[src/rtl/vga_timing.sv]
// vga_timing: VGA raster generator for the draw stage.
// Produces pixel coordinates for frame-buffer fetch, takes the colour back
// after PIXEL_LATENCY clocks and drives sync/blank/colour aligned to it.
// Optional build macro: VGA_TEST_PATTERN_EN (rgb_out shows 64-pixel colour
// bars taken from horReg[8:6] instead of rgb_in).
module vga_timing #(
    parameter int H_VISIBLE     = 640,
    parameter int H_FRONT       = 16,
    parameter int H_SYNC        = 96,
    parameter int H_BACK        = 48,
    parameter int V_VISIBLE     = 480,
    parameter int V_FRONT       = 10,
    parameter int V_SYNC        = 2,
    parameter int V_BACK        = 33,
    parameter int CLK_DIV       = 2,
    parameter int PIXEL_LATENCY = 2
) (
    input  logic        clock,
    input  logic        reset,
    input  logic [2:0]  rgb_in,
    output logic [10:0] horReg,
    output logic [9:0]  verReg,
    output logic        pixel_tick,
    output logic        frame_start,
    output logic        hsync,
    output logic        vsync,
    output logic        blank_n,
    output logic [2:0]  rgb_out
);

    localparam int H_TOTAL = H_VISIBLE + H_FRONT + H_SYNC + H_BACK;
    localparam int V_TOTAL = V_VISIBLE + V_FRONT + V_SYNC + V_BACK;
    localparam int DIV_W   = (CLK_DIV > 1) ? $clog2(CLK_DIV) : 1;

    localparam logic [DIV_W-1:0] DIV_LAST = DIV_W'(CLK_DIV - 1);
    localparam logic [10:0] H_LAST   = 11'(H_TOTAL - 1);
    localparam logic [10:0] H_VIS    = 11'(H_VISIBLE);
    localparam logic [10:0] HS_START = 11'(H_VISIBLE + H_FRONT);
    localparam logic [10:0] HS_END   = 11'(H_VISIBLE + H_FRONT + H_SYNC);
    localparam logic [9:0]  V_LAST   = 10'(V_TOTAL - 1);
    localparam logic [9:0]  V_VIS    = 10'(V_VISIBLE);
    localparam logic [9:0]  VS_START = 10'(V_VISIBLE + V_FRONT);
    localparam logic [9:0]  VS_END   = 10'(V_VISIBLE + V_FRONT + V_SYNC);

    // Delay-line word: bit0 hsync, bit1 vsync, bit2 active, [5:3] bar colour.
`ifdef VGA_TEST_PATTERN_EN
    localparam int DW = 6;
`else
    localparam int DW = 3;
`endif
    // Inactive word: both syncs high, not active, colour 0.
    localparam logic [DW-1:0] DLY_IDLE = DW'(3'b011);

    logic [DIV_W-1:0] div_q, div_d;
    logic [10:0]      hor_q, hor_d;
    logic [9:0]       ver_q, ver_d;
    logic             tick_q, tick_d;
    logic             fs_q, fs_d;
    logic             hs_q, hs_d;
    logic             vs_q, vs_d;
    logic             blank_q, blank_d;
    logic [2:0]       rgb_q, rgb_d;
    logic             tick_now;
    logic [DW-1:0]    raw_term;
    logic [DW-1:0]    tap;
    logic [2:0]       colour_src;
    logic [DW-1:0]    dly_q [PIXEL_LATENCY];
    logic [DW-1:0]    dly_d [PIXEL_LATENCY];

    // Clock divider and raster counters; both counters wrap on the same tick.
    always_comb begin
        div_d    = div_q;
        hor_d    = hor_q;
        ver_d    = ver_q;
        fs_d     = 1'b0;
        tick_now = (div_q == DIV_LAST);
        if (tick_now) begin
            div_d = '0;
        end else begin
            div_d = div_q + 1'b1;
        end
        if (tick_now) begin
            if (hor_q == H_LAST) begin
                hor_d = '0;
                if (ver_q == V_LAST) begin
                    ver_d = '0;
                    fs_d  = 1'b1;
                end else begin
                    ver_d = ver_q + 10'd1;
                end
            end else begin
                hor_d = hor_q + 11'd1;
            end
        end
        // Registered so that pixel_tick is high exactly while div_cnt is at its last value.
        tick_d = (div_d == DIV_LAST);
    end

    // Raw sync/active terms decoded from the current coordinates.
    always_comb begin
        raw_term    = '0;
        raw_term[0] = !((hor_q >= HS_START) && (hor_q < HS_END));
        raw_term[1] = !((ver_q >= VS_START) && (ver_q < VS_END));
        raw_term[2] = (hor_q < H_VIS) && (ver_q < V_VIS);
`ifdef VGA_TEST_PATTERN_EN
        raw_term[5:3] = hor_q[8:6];
`endif
    end

    // Per-clock shift register matching the draw stage's read latency.
    always_comb begin
        dly_d[0] = raw_term;
        for (int unsigned i = 1; i < PIXEL_LATENCY; i++) begin
            dly_d[i] = dly_q[i-1];
        end
        tap = dly_q[PIXEL_LATENCY-1];
    end

    // Output stage: delayed timing bits plus colour gated by the active bit.
    always_comb begin
`ifdef VGA_TEST_PATTERN_EN
        colour_src = tap[5:3];
`else
        colour_src = rgb_in;
`endif
        hs_d    = tap[0];
        vs_d    = tap[1];
        blank_d = tap[2];
        rgb_d   = tap[2] ? colour_src : '0;
    end

    // All state; reset loads the inactive values so no sync glitch follows release.
    always_ff @(posedge clock) begin
        if (reset) begin
            div_q   <= '0;
            hor_q   <= '0;
            ver_q   <= '0;
            tick_q  <= 1'b0;
            fs_q    <= 1'b0;
            hs_q    <= 1'b1;
            vs_q    <= 1'b1;
            blank_q <= 1'b0;
            rgb_q   <= '0;
            for (int unsigned i = 0; i < PIXEL_LATENCY; i++) begin
                dly_q[i] <= DLY_IDLE;
            end
        end else begin
            div_q   <= div_d;
            hor_q   <= hor_d;
            ver_q   <= ver_d;
            tick_q  <= tick_d;
            fs_q    <= fs_d;
            hs_q    <= hs_d;
            vs_q    <= vs_d;
            blank_q <= blank_d;
            rgb_q   <= rgb_d;
            for (int unsigned i = 0; i < PIXEL_LATENCY; i++) begin
                dly_q[i] <= dly_d[i];
            end
        end
    end

    assign horReg      = hor_q;
    assign verReg      = ver_q;
    assign pixel_tick  = tick_q;
    assign frame_start = fs_q;
    assign hsync       = hs_q;
    assign vsync       = vs_q;
    assign blank_n     = blank_q;
    assign rgb_out     = rgb_q;

endmodule

[config.mk]
export PLATFORM = sky130hd
export DESIGN_NAME = vga_timing
export DESIGN_NICKNAME = d
export VERILOG_FILES = /design/src/rtl/vga_timing.sv
export SDC_FILE = /design/constraint.sdc
export NUM_CORES = 1
export LEC_CHECK = 0
export ABC_AREA = 0
export CAP_MARGIN = 20
export CELL_PAD_IN_SITES_DETAIL_PLACEMENT = 1
export CELL_PAD_IN_SITES_GLOBAL_PLACEMENT = 2
export CORE_MARGIN = 2
export CORE_UTILIZATION = 32
export DETAILED_ROUTE_END_ITERATION = 16
export PLACE_DENSITY_LB_ADDON = 0.1
export SLEW_MARGIN = 20
export SYNTH_ARGS = -nofsm -noshare
export SYNTH_HDL_FRONTEND = slang
export SYNTH_SLANG_ARGS = --single-unit
export TNS_END_PERCENT = 1
[constraint.sdc]
create_clock -name clock -period 4.2 [get_ports clock]
set_input_delay 0.63 -clock clock [delete_from_list [all_inputs] [get_ports clock]]
set_output_delay 0.63 -clock clock [all_outputs]
set_load 0.005 [all_outputs]
==> flow_metrics.py <==
metrics = {
    "clock_tree": {
        "post_cts_hold_buffer_count": 0,
        "root_buffer": "clkbuf_8",
        "cts_resized": 0,
        "tritoncts_num_sinks": 35,
        "cts.repair_timing.setup_buffer_count": 0,
        "worst_setup_hold_path_clk_slew_ns": 0.08,
        "htreeDepth": 2,
        "tritoncts_clock_tree": "built",
        "worst_skew_pair.late_latency_ns": 0.28,
        "numCtsBuffers": 5,
        "cts_max_path_buffers": 2,
    },
    "setup_path": {
        "cp.buffers_inverters": 1,
        "critical_path_class": "reg -> reg",
        "worstSetupEndpointType": "register",
        "critPathLaunchType": "register",
        "critical_path_cell_with_the_highest_stage_delay": "nand4_1",
        "cpLargestDelayFamily": "simple AND/OR/NAND/NOR gates",
        "timing.reg2reg.worst_path_depth": 6,
        "crit_chain": "inv_1 > ha_1 > nor4b_1 > nand4_1 > nand3_1 > o32ai_1",
        "critical_path.startpoint": "verReg[0]",
        "critical_path.max_fanout": 12,
        "critical_path_cell_count": 6,
        "rr_startpoint": "verReg[0]",
        "critical-path-max-stage-delay_ns": 0.53,
        "data_arrival_critical_path_ns": 2.29,
        "crit_required_ns": 4.33,
    },
    "pwr": {
        "total_leakage_power_nw": 0.631,
        "total_power_w": 0.000605,
        "cellPowerDensity_nw_per_um2": 307,
        "vdd_drop_max_mv": 0.131,
    },
    "timing": {
        "setup_total_negative_slack_ns": 0,
        "finalMaxSlewViolations": 0,
        "grt_setup_unrepaired": "false",
        "period_needed_ns": 2.15,
        "timing.fmax_ghz": 0.465,
        "finalHoldViolations": 0,
        "final.period_utilization_pct": 51.2,
        "tightestPinTransition_ns": 0.957,
        "relSlewSlack_pct": 36.0,
        "report.final.setup_viol": 0,
        "fin_worst_skew_ns": 0.00619,
    },
    "yosys": {
        "fraction_of_the_yosys_area_taken_by_sequential_cells_pct": 45.4,
        "synth_cell_type_count": 35,
        "yosys_warnings": 0,
        "synth_top_area_cell": "dfxtp_1",
        "dominantRegCellSynth": "dfxtp_1",
        "synthesis.instances": 173,
        "synth_fp_nets": 183,
        "share_of_async_settable_or_async_resettable_flops_after_synthesis_pct": 0,
        "synth-edff-count": 0,
        "netlist_area_um2": 1540,
        "synth_area_leaders": "dfxtp_1, nand3_1, ha_1, nor2_1, xnor2_1",
        "synthesis.area_per_instance_um2": 8.92,
        "synth_top_cell_area_share_pct": 45.4,
        "postSynthRegisterBits": 35,
    },
    "flow_run": {
        "cap_viol_max_count": 0,
    },
    "grt": {
        "grt_first_pass_wirelength_um": 6380,
        "via_count_of_the_first_global_routing_pass": 1304,
        "grt_max_degree": 28,
        "overflow": 0,
        "antenna_violations_before_repair": 0,
        "gr-usage-all-layers_pct": 15.2,
    },
    "routing": {
        "detailedRoute.firstPassIterationCount": 3,
        "wirelength_um": 3740,
        "final_antenna_net_count": 0,
        "drt-wirelength-per-cell_um": 14.5,
        "drt-vias-per-instance": 5.19,
        "num_vias": 1335,
        "drt_drc_violations_left": 0,
        "drt_iter0_markers": 56,
    },
    "cells_and_area": {
        "share_of_layout_cells_above_drive_strength_1_pct": 6.40,
        "final_cell_mix": "dfxtp_1, clkdlybuf4s50_1, nor2_1",
        "final_nets": 212,
        "area_growth_syn_to_layout_pct": 27.7,
        "antenna-diode-count": 0,
        "filler_cell_count": 557,
        "most_common_library_cell_in_the_layout_ignoring_fill_and_taps": "dfxtp_1",
    },
    "die": {
        "dieWidth_um": 73.5,
        "fp.coreArea_um2": 4690,
        "dieHeight_um": 73.5,
        "design.die.area_um2": 5400,
        "top_level_ports": 34,
        "initial_core_util_pct": 32.9,
        "rows": 25,
    },
    "placed_design": {
        "place.gp.congestion": 0.744,
        "numPortBuffers": 33,
        "dp_hpwl_um": 2780,
    },
    "hold_path": {
        "hp-class": "reg -> reg",
        "hold_path_startpoint": "dly_q[0][1]",
        "min_path_cells": 1,
    },
    "status": {
        "run_status": "complete, no violations",
    },
}
-- cells in the mapped netlist, types with 5 or more instances --
| cell type | n |
|---|---|
| a21oi_1 | 10 |
| o32ai_1 | 5 |
| ha_1 | 5 |
| nor3_1 | 5 |
| and2_1 | 5 |
| buf_2 | 5 |
| nor2_1 | 15 |
| nand3_1 | 14 |
| dfxtp_1 | 35 |
| nand4_1 | 7 |
| inv_1 | 10 |
| xnor2_1 | 6 |
| nand2_1 | 8 |
-- worst reg2reg max path, cell delays in order (launching register included) --
cell	delay [ns]
dfxtp_1	0.37
inv_1	0.12
ha_1	0.16
nor4b_1	0.36
nand4_1	0.53
nand3_1	0.34
o32ai_1	0.12
-- sequential cells by signal (all words and copies together) (netlist names) --
signal,flops
rgb_out,3
blank_n,1
horReg,11
frame_start,1
dly_q,6
vsync,1
verReg,10
hsync,1
pixel_tick,1
-- metal layers --
metal,track usage [%],wire length (um),vias to the layer above
met1,19.6,1850,642
met5,0,0,-
li1,-,-,664
met3,4.39,135,5
met4,4.85,43,0
met2,24.5,1710,24
-- kinds of logic after synthesis --
family / synth area share (%)
XOR/XNOR: 5.67
flip-flops: 45.4
AND/OR/NAND/NOR: 29.2
AO/OA/AOI/OAI: 9.48
adder cells (fa/ha/maj): 4.05
buffers and inverters: 6.24
-- report_power, final --
group          internal, W  switching [W]
Clock             0.000115       0.000124
Combinational    0.0000134      0.0000106
Sequential        0.000336     0.00000557
Total             0.000465       0.000140
-- per-stage QoR --
step / cells / hold WS (ns) / instance area (um2) / setup WS, ns / util [%]
after floorplan: 173 / 0.389 / 1540 / 2.68 / -
after global placement: 249 / 0.391 / 1880 / 1.88 / 40.1
after detailed placement: 249 / 0.395 / 1880 / 1.80 / 40.1
after CTS: 257 / 0.413 / 1970 / 2.03 / 42.0
after global routing: 257 / 0.420 / 1970 / 1.76 / 42.0
final: 257 / 0.412 / 1970 / 2.05 / 42.0
-- worst paths after layout --
kind | to | slack [ns]
worst min-delay path | dly_q[0][4] | 0.41
worst max-delay path | verReg[7] | 2.05
worst min register to register | dly_q[0][4] | 0.41
worst max register to register | verReg[7] | 2.05
-- final cells by class --
cell class / instances / area [um2] / area share [%]
clock buffer: 5 / 68.8 / 3.49
clock inverter: 3 / 20.0 / 1.02
inverter: 10 / 37.5 / 1.90
multi-input combinational: 117 / 747 / 37.9
sequential: 35 / 701 / 35.5
tap: 54 / 67.6 / 3.43
timing repair buffer: 33 / 330 / 16.8
No activity file was read; power rests on OpenSTA's default activity.
